**config.mk**
```make
export PLATFORM = sky130hd
export DESIGN_NAME = frac_stepper_flat
export DESIGN_NICKNAME = d
export VERILOG_FILES = /design/src/rtl/frac_stepper_if.sv /design/src/rtl/frac_stepper.sv /design/src/flat_wrapper.sv
export SDC_FILE = /design/constraint.sdc
export NUM_CORES = 1
export LEC_CHECK = 0
export CORE_ASPECT_RATIO = 1.4
export CORE_MARGIN = 5
export CORE_UTILIZATION = 59
export CTS_CLUSTER_DIAMETER = 30
export DETAILED_ROUTE_END_ITERATION = 10
export GPL_ROUTABILITY_DRIVEN = 0
export PLACE_DENSITY = 0.88
export SETUP_SLACK_MARGIN = 0.15
export SKIP_CTS_REPAIR_TIMING = 1
export SLEW_MARGIN = 20
export SYNTH_ARGS = -nofsm -noshare
export SYNTH_HDL_FRONTEND = slang
export SYNTH_SLANG_ARGS = --single-unit
```
**constraint.sdc**
```tcl
create_clock -name clk -period 9 [get_ports clk]
set_input_delay 1.35 -clock clk [delete_from_list [all_inputs] [get_ports clk]]
set_output_delay 1.35 -clock clk [all_outputs]
set_load 0.005 [all_outputs]
```
**src/rtl/frac_stepper_if.sv**
```systemverilog
// Configuration, strobe and pixel-result bundle for frac_stepper.
// The master drives config and strobes; the slave returns pixel results.
interface frac_stepper_if #(
  parameter int BITWIDTH  = 11,
  parameter int FRACWIDTH = 16
);
  logic [BITWIDTH+FRACWIDTH-1:0] stepsize;
  logic [FRACWIDTH-1:0]          phase;
  logic [BITWIDTH-1:0]           offset;
  logic [BITWIDTH-1:0]           limit;
  logic                          mode;
  logic                          step_reset;
  logic                          step_in;
  logic                          out_valid;
  logic [BITWIDTH-1:0]           whole;
  logic [FRACWIDTH-1:0]          fraction;
  logic [BITWIDTH-1:0]           advance;
  logic                          blank;

  modport master (
    output stepsize, phase, offset, limit, mode,
    output step_reset, step_in,
    input  out_valid, whole, fraction, advance, blank
  );

  modport slave (
    input  stepsize, phase, offset, limit, mode,
    input  step_reset, step_in,
    output out_valid, whole, fraction, advance, blank
  );
endinterface

```
**src/rtl/frac_stepper.sv**
```systemverilog
// Fractional source-position generator: per destination strobe emits
// source index, interpolation fraction, advance count and blank flag.
module frac_stepper #(
  parameter int BITWIDTH  = 11,
  parameter int FRACWIDTH = 16
) (
  input  logic           clk,
  input  logic           reset,
  frac_stepper_if.slave  bus
);
  localparam int W = BITWIDTH + FRACWIDTH;

  typedef enum logic [1:0] {
    S_IDLE, S_OFFSET, S_ACTIVE, S_DONE
  } state_t;

  state_t r_state, w_state_nx;

  logic [W-1:0]          r_acc;
  logic [BITWIDTH-1:0]   r_offcnt;
  logic [W-1:0]          r_step;
  logic [BITWIDTH-1:0]   r_limit;
  logic                  r_mode;

  logic                  r_valid;
  logic [BITWIDTH-1:0]   r_whole;
  logic [FRACWIDTH-1:0]  r_frac;
  logic [BITWIDTH-1:0]   r_adv;
  logic                  r_blank;

  logic [W:0]            w_sum;
  logic                  w_carry;
  logic [W-1:0]          w_acc_nx;
  logic [BITWIDTH-1:0]   w_pw;
  logic [FRACWIDTH-1:0]  w_pf;
  logic [BITWIDTH-1:0]   w_ew;
  logic [FRACWIDTH-1:0]  w_ef;
  logic                  w_oob;
  logic [BITWIDTH-1:0]   w_step_adv;
  logic                  w_fire;

  logic [BITWIDTH-1:0]   w_whole;
  logic [FRACWIDTH-1:0]  w_frac;
  logic [BITWIDTH-1:0]   w_adv;
  logic                  w_blank;

  assign w_sum    = {1'b0, r_acc} + {1'b0, r_step};
  assign w_carry  = w_sum[W];
  assign w_acc_nx = w_carry ? '1 : w_sum[W-1:0];
  assign w_pw     = r_acc[W-1:FRACWIDTH];
  assign w_pf     = r_acc[FRACWIDTH-1:0];
  // Nearest rounds half up; the add wraps at the index width.
  assign w_ew     = r_mode ? w_pw
                  : w_pw + {{(BITWIDTH-1){1'b0}}, w_pf[FRACWIDTH-1]};
  assign w_ef     = r_mode ? w_pf : '0;
  assign w_oob    = (w_ew >= r_limit);
  assign w_step_adv = w_acc_nx[W-1:FRACWIDTH] - w_pw;
  assign w_fire   = bus.step_in & ~bus.step_reset;

  always_ff @(posedge clk) begin
    if (reset) r_state <= S_IDLE;
    else       r_state <= w_state_nx;
  end

  always_comb begin
    w_state_nx = r_state;
    if (bus.step_reset) begin
      w_state_nx = (bus.offset != '0) ? S_OFFSET : S_ACTIVE;
    end else if (bus.step_in) begin
      unique case (r_state)
        S_OFFSET: if (r_offcnt <= 1) w_state_nx = S_ACTIVE;
        S_ACTIVE: if (w_oob || w_carry) w_state_nx = S_DONE;
        default:  w_state_nx = r_state;
      endcase
    end
  end

  always_comb begin
    w_whole = '0;
    w_frac  = '0;
    w_adv   = '0;
    w_blank = 1'b1;
    unique case (r_state)
      S_ACTIVE: begin
        w_whole = w_ew;
        w_frac  = w_ef;
        w_adv   = w_oob ? '0 : w_step_adv;
        w_blank = w_oob;
      end
      S_DONE:  w_whole = r_limit;
      default: w_whole = '0;
    endcase
  end

  always_ff @(posedge clk) begin
    if (reset) begin
      r_acc    <= '0;
      r_offcnt <= '0;
      r_step   <= '0;
      r_limit  <= '0;
      r_mode   <= 1'b0;
      r_valid  <= 1'b0;
      r_whole  <= '0;
      r_frac   <= '0;
      r_adv    <= '0;
      r_blank  <= 1'b1;
    end else begin
      r_valid <= w_fire;
      if (bus.step_reset) begin
        r_step   <= bus.stepsize;
        r_limit  <= bus.limit;
        r_mode   <= bus.mode;
        r_acc    <= {{BITWIDTH{1'b0}}, bus.phase};
        r_offcnt <= bus.offset;
      end else if (bus.step_in) begin
        if (r_state == S_OFFSET) r_offcnt <= r_offcnt - 1'b1;
        if (r_state == S_ACTIVE) r_acc <= w_acc_nx;
        r_whole <= w_whole;
        r_frac  <= w_frac;
        r_adv   <= w_adv;
        r_blank <= w_blank;
      end
    end
  end

  assign bus.out_valid = r_valid;
  assign bus.whole     = r_whole;
  assign bus.fraction  = r_frac;
  assign bus.advance   = r_adv;
  assign bus.blank     = r_blank;
endmodule

```
**src/flat_wrapper.sv**
```systemverilog
// flat-port wrapper written by rule: the top's interface ports become plain ports
module frac_stepper_flat 
#(
  parameter int BITWIDTH  = 11,
  parameter int FRACWIDTH = 16
)
  (clk, reset, bus_stepsize, bus_phase, bus_offset, bus_limit, bus_mode, bus_step_reset, bus_step_in, bus_out_valid, bus_whole, bus_fraction, bus_advance, bus_blank);
  frac_stepper_if #(.BITWIDTH(BITWIDTH), .FRACWIDTH(FRACWIDTH)) bus_i ();
  input  logic clk;
  input  logic reset;
  input wire logic [$bits(bus_i.stepsize)-1:0] bus_stepsize;
  input wire logic [$bits(bus_i.phase)-1:0] bus_phase;
  input wire logic [$bits(bus_i.offset)-1:0] bus_offset;
  input wire logic [$bits(bus_i.limit)-1:0] bus_limit;
  input wire logic [$bits(bus_i.mode)-1:0] bus_mode;
  input wire logic [$bits(bus_i.step_reset)-1:0] bus_step_reset;
  input wire logic [$bits(bus_i.step_in)-1:0] bus_step_in;
  output wire logic [$bits(bus_i.out_valid)-1:0] bus_out_valid;
  output wire logic [$bits(bus_i.whole)-1:0] bus_whole;
  output wire logic [$bits(bus_i.fraction)-1:0] bus_fraction;
  output wire logic [$bits(bus_i.advance)-1:0] bus_advance;
  output wire logic [$bits(bus_i.blank)-1:0] bus_blank;
  assign bus_i.stepsize = bus_stepsize;
  assign bus_i.phase = bus_phase;
  assign bus_i.offset = bus_offset;
  assign bus_i.limit = bus_limit;
  assign bus_i.mode = bus_mode;
  assign bus_i.step_reset = bus_step_reset;
  assign bus_i.step_in = bus_step_in;
  assign bus_out_valid = bus_i.out_valid;
  assign bus_whole = bus_i.whole;
  assign bus_fraction = bus_i.fraction;
  assign bus_advance = bus_i.advance;
  assign bus_blank = bus_i.blank;
  frac_stepper #(.BITWIDTH(BITWIDTH), .FRACWIDTH(FRACWIDTH)) u_core (.clk(clk), .reset(reset), .bus(bus_i));
endmodule
```
Word-level counts from Yosys, hierarchy flattened
Cells that the tools add are included.
{"block": "classes", "n_lt_le_gt_ge": 2, "n_reduce_logical": 12, "n_addsub": 4, "n_eq_ne": 5, "muxes": 20, "bitwise": 2}
{"cell": "$mux W16", "count": 5}
{"cell": "$mux W11", "count": 6}
{"cell": "$add A27 B27 Y28", "count": 1}
{"cell": "$mux W27", "count": 1}
{"cell": "$pmux W11 S2", "count": 1}
{"cell": "$add A11 B1 Y11", "count": 1}
{"cell": "$ge A11 B11 Y1", "count": 1}
{"cell": "$le A11 B1 Y1 const B", "count": 1}
{"cell": "$reduce_bool A11 Y1", "count": 1}
{"cell": "$sub A11 B1 Y11 const B", "count": 1}
{"cell": "$sub A11 B11 Y11", "count": 1}
{"cell": "$mux W2", "count": 5}
{"cell": "$reduce_and A2 Y1", "count": 4}
{"cell": "$ne A3 B2 Y1 const B", "count": 2}
{"cell": "$reduce_bool A2 Y1", "count": 3}
{"cell": "$eq A2 B2 Y1 const B", "count": 2}
{"cell": "$pmux W2 S2", "count": 1}
{"cell": "$reduce_and A4 Y1", "count": 1}
{"cell": "$reduce_bool A3 Y1", "count": 1}
{"cell": "$eq A2 B1 Y1 const B", "count": 1}
{"cell": "$reduce_or A2 Y1", "count": 1}
{"cell": "$and A1 B1 Y1", "count": 1}
{"cell": "$logic_or A1 B1 Y1", "count": 1}
{"cell": "$mux W1", "count": 1}
{"cell": "$not A1 Y1", "count": 1}
{"block": "totals", "in_bits": 70, "output_inout_bits": 40, "regBits": 119, "wordCells": 57}

Depth between registers and ports, before layout
{"block": "depth", "ltp_word": 8, "ltp_mapped": 20, "mapped_depth_nobuf": 20}

Least setup slack after synthesis
No wires, ideal clock.
{"block": "synth_timing", "path_type": "flip-flop to flip-flop", "startpoint": "register u_core.r_step[0]", "endpoint": "register u_core.r_adv[10], in the netlist u_core.bus.advance[10]", "t_required_ns": 8.921, "stages_incl_launch_ff": 21, "path_slack_ns": 4.596, "path_buffers": 0, "arrival_time_ns": 4.325, "synth_period_minus_slack_ns": 4.404, "setup_ns": 0.079, "cell_sequence": "dfxtp_1 > ha_1 > fa_1 > a21oi_1 > o211ai_1 > a22oi_1 > nand2_1 > a21o_1 > a211o_1 > a21oi_1 > ha_1 > inv_1 > fa_1 > a21o_1 > a21oi_1 > o211ai_1 > a31o_1 > a21oi_1 > xnor2_1 > or4_1 > o211ai_1"}
{"block": "synth_via", "elab_chain_len": 5}
{"item": "start, declared", "line_no": "frac_stepper.sv:21", "source": "logic [W-1:0] r_step;"}
{"item": "start signal, assigned", "line_no": "frac_stepper.sv:110", "source": "r_step <= bus.stepsize;"}
{"item": "$add A27 B27 Y28", "line_no": "frac_stepper.sv:47", "source": "assign w_sum = {1'b0, r_acc} + {1'b0, r_step};"}
{"item": "$mux W27", "line_no": "frac_stepper.sv:49", "source": "assign w_acc_nx = w_carry ? '1 : w_sum[W-1:0];"}
{"item": "$sub A11 B11 Y11", "line_no": "frac_stepper.sv:57", "source": "assign w_step_adv = w_acc_nx[W-1:FRACWIDTH] - w_pw;"}
{"item": "$mux W11", "line_no": "frac_stepper.sv:87", "source": "w_adv = w_oob ? '0 : w_step_adv;"}
{"item": "$mux W11", "line_no": "frac_stepper.sv:83", "source": "unique case (r_state)"}
{"item": "end signal, assigned", "line_no": "frac_stepper.sv:120", "source": "r_adv <= w_adv;"}
{"item": "end, declared", "line_no": "frac_stepper.sv:28", "source": "logic [BITWIDTH-1:0] r_adv;"}
Every way passes these cells.
A chain may end at the register's enable or synchronous reset.

Worst setup path after layout
Same ends and word-level chain as after synthesis.

==> results_dict.tcl <==
set metrics [dict create \
    synth_area_mm2 0.00685 \
    rsz0062_at_grt "no" \
    crit_top_cell "a21oi_1" \
    fmax_ghz 0.197 \
    tritoncts "built" \
    seqPwrFrac 0.381 \
    core-area_mm2 0.0113 \
    grt_use_total 0.280 \
    initial_utilization 0.604 \
    synthSimpleGateAreaFrac 0.183 \
    setup_viol 0 \
    ant_nets 0 \
    routed-wl-met3_mm 1.28 \
    power_frac_comb 0.146 \
    cp_slowest_cell "or4_1" \
    maxSlewViolCount 0 \
    root_buffer "clkbuf_16" \
    cellPowerDensity_mw_per_mm2 173 \
    drt_first_iter_violations 382 \
    synth_compound_area_frac 0.207 \
    synth_fa_ha_area_frac 0.101 \
    numPortBuffers 109 \
    die_h_um 137 \
    drt-vias-per-instance 6.06 \
    clk_pin_slew_worst_paths_ps 60 \
    synthArstFlopShare 0 \
    syn-instance-count 840 \
    nFillCells 823 \
    final.setup_skew_ps 6.78 \
    hold_viol 0 \
    htreeDepth 4 \
    synth_ff_type "dfxtp_1" \
    grt.overflow.total 0 \
    wire_per_inst_um 17.6 \
    wl_met1_mm 6.94 \
    route.met2.wl_mm 10.2 \
    synth.avg_cell_area_um2 8.15 \
    top_layer "met4" \
    r2r-end "u_core.bus.advance[10]" \
    p_int_mw 1.10 \
    critPathKind "flip-flop to flip-flop" \
    synth_top_area_share 0.348 \
    switching_share 0.261 \
    synth_top_family_by_area "compound AO/OA/AOI/OAI gates" \
    synth_nets 964 \
    num_antenna_cells 0 \
    cp-end-kind "flip-flop" \
    postLayoutCoreUtil 0.759 \
    setup_tns_ps 0 \
    r2r-start "u_core.r_step[0]" \
    synthTopCellsByArea "dfxtp_1 35%, ha_1 9.5%, nor2_1 6.9%, mux2i_1 5.8%, a21oi_1 5.6%" \
    holdPathEnd "u_core.bus.whole[7]" \
    cp-start-kind "flip-flop" \
    cp_slowest_stage_delay_ps 470 \
    period_needed_ps 5070 \
    drive_gt1_frac 0.0519 \
    timing.reg2reg.setup_slack_ps 3930 \
    arrival_ps 5420 \
    synthMuxAreaShare 0.0601 \
    cap_violations 0 \
    crit_required_ps 9350 \
    post-route-drc-count 0 \
    grt_pass1_wl_mm 30.6 \
    holdPathStages 2 \
    clkLatencyLatePin_ps 430 \
    clock_path_buffers 2 \
    tightest_slew_ps 820 \
    synthXorXnorAreaFrac 0.0576 \
    hold_class "flip-flop to flip-flop" \
    clock_sink_count 119 \
    hp-start "u_core.bus.whole[7]" \
    critical_path.cell_chain "ha_1, fa_1, a21oi_1, o211ai_1, a22oi_1, nand2_1, a21o_1, a211o_1, a21oi_1, ha_1, inv_1, fa_1, a21o_1, a21oi_1, o211ai_1, a31o_1, a21oi_1, xnor2_1, or4_1, o211ai_1" \
    cts_made_buffers 17 \
    worstPathMaxFanout 4 \
    die_x_um 101 \
    die_area_mm2 0.0139 \
    synth_edf_count 0 \
    design_area_mm2 0.00861 \
    synth_warnings 0 \
    syn_to_final_growth_pct 25.7 \
    ys_seq_elements 119 \
    totalPowerFinal_mw 1.49 \
    placed_area_mm2 0.00799 \
    reg2reg_depth 20 \
    hpwl_mm 13.5 \
    grt_max_degree 65 \
    synth.distinct_cells 58 \
    status "finished, final reports clean" \
    routed_wl_mm 19.2 \
    ys_seq_area_frac 0.348 \
    ir_worst_vdd_v 0.000137 \
    grt_pass1_vias 6719 \
    synth_top_area_cell "dfxtp_1" \
    critical_path.startpoint "u_core.r_step[0]" \
    yosysMostFrequentCell "nor2_1" \
    fin_crit_sh 0.563 \
    slew_headroom 0.452 \
    clkPwrFrac 0.473 \
    leakagePower_nw 3.51 \
    synthTopCellsByCount "126 x nor2_1, 119 x dfxtp_1, 79 x nand2_1, 77 x a21oi_1, 52 x ha_1" \
    antenna_found_initial 0 \
    first_pass_iters 5 \
    layout.nets 1055 \
    fp-row-count 46 \
    via_count 6592 \
    switchingPower_uw 389 \
    io_pins 110 \
]
[per-layer routing]
| metal | global-route usage | up-vias |
|---|---|---|
| li1 | - | 3180 |
| met1 | 0.286 | 3073 |
| met2 | 0.513 | 267 |
| met3 | 0.0745 | 72 |
| met4 | 0.150 | 0 |
| met5 | 0 | - |
[flip-flops by register name, summed over array words and instances, names as in the netlist, 2 cells and up]
| register | count |
|---|---|
| u_core.r_acc | 27 |
| u_core.bus.advance | 11 |
| u_core.r_offcnt | 11 |
| u_core.r_step | 27 |
| u_core.r_limit | 11 |
| u_core.bus.whole | 11 |
| u_core.r_state | 2 |
| u_core.bus.fraction | 16 |
[worst max-delay path, delay by kind of cell (launching register included)]
kind            cells  cell delay (ps)
buf+inv             1               60
fa+ha+maj           4             1280
xor+xnor            1               90
compound gates     12             2620
flops               1              310
simple gates        2              630
[how the worst max path moves through the flow]
stage                             end  slack [ps]
6_report       u_core.bus.advance[10]        3930
5_1_grt        u_core.bus.advance[10]        3780
4_1_cts        u_core.bus.advance[10]        4000
3_5_place_dp   u_core.bus.advance[10]        4060
3_3_place_gp   u_core.bus.advance[10]        4260
2_1_floorplan  u_core.bus.advance[10]        4600
[logic make-up after synthesis]
logic type,Yosys count
AND/OR/NAND/NOR,285
AO/OA/AOI/OAI,217
flip-flops,119
buffers and inverters,79
adder cells (fa/ha/maj),54
XOR/XNOR,45
multiplexers,41
[cells in the final DEF (no fill, tap or decap), types with 4 or more instances in the layout]
cell / instances
a311oi_1: 6
clkinv_2: 4
nor2_1: 125
mux2i_1: 40
dfxtp_1: 119
a31oi_1: 6
ha_1: 52
nand2b_1: 8
clkdlybuf4s50_1: 107
o21ai_1: 5
nor4_1: 7
nand2_1: 79
nand4_1: 5
o221ai_1: 15
nand3_1: 17
clkbuf_16: 17
o21ai_0: 27
a211oi_1: 7
xnor2_1: 31
a22oi_1: 20
nor2b_1: 4
or3_1: 5
a21oi_1: 77
buf_4: 6
xor2_1: 14
a21o_1: 10
nand3b_1: 4
inv_1: 38
and3_1: 4
nor3_1: 13
o211ai_1: 16
[stage by stage]
stage | setup slack [ps] | hold WS (ps) | cells
final | 3930 | 451 | 1088
after global routing | 3780 | 480 | 1088
after CTS | 4000 | 452 | 1088
after detailed placement | 4060 | 443 | 1056
after global placement | 4260 | 438 | 1056
after floorplan | 4600 | 448 | 840
[power by group through the flow]
stage	logic [mW]	clock network (mW)	registers (mW)
2_1_floorplan	0.147	0	0.572
3_3_place_gp	0.208	0	0.578
3_5_place_dp	0.212	0	0.580
4_1_cts	0.216	0.705	0.569
5_1_grt	0.240	0.734	0.572
6_report	0.218	0.705	0.569
[area by class of cell]
| cell class | count | area, um^2 | share of cell area |
|---|---|---|---|
| inverter | 38 | 143 | 0.0166 |
| clock buffer | 20 | 467 | 0.0542 |
| sequential | 119 | 2380 | 0.277 |
| multi-input combinational | 642 | 4170 | 0.484 |
| timing repair buffer | 113 | 1120 | 0.130 |
| clock inverter | 12 | 150 | 0.0174 |
| tap | 144 | 180 | 0.0209 |
(Power assumes the default switching activity.)
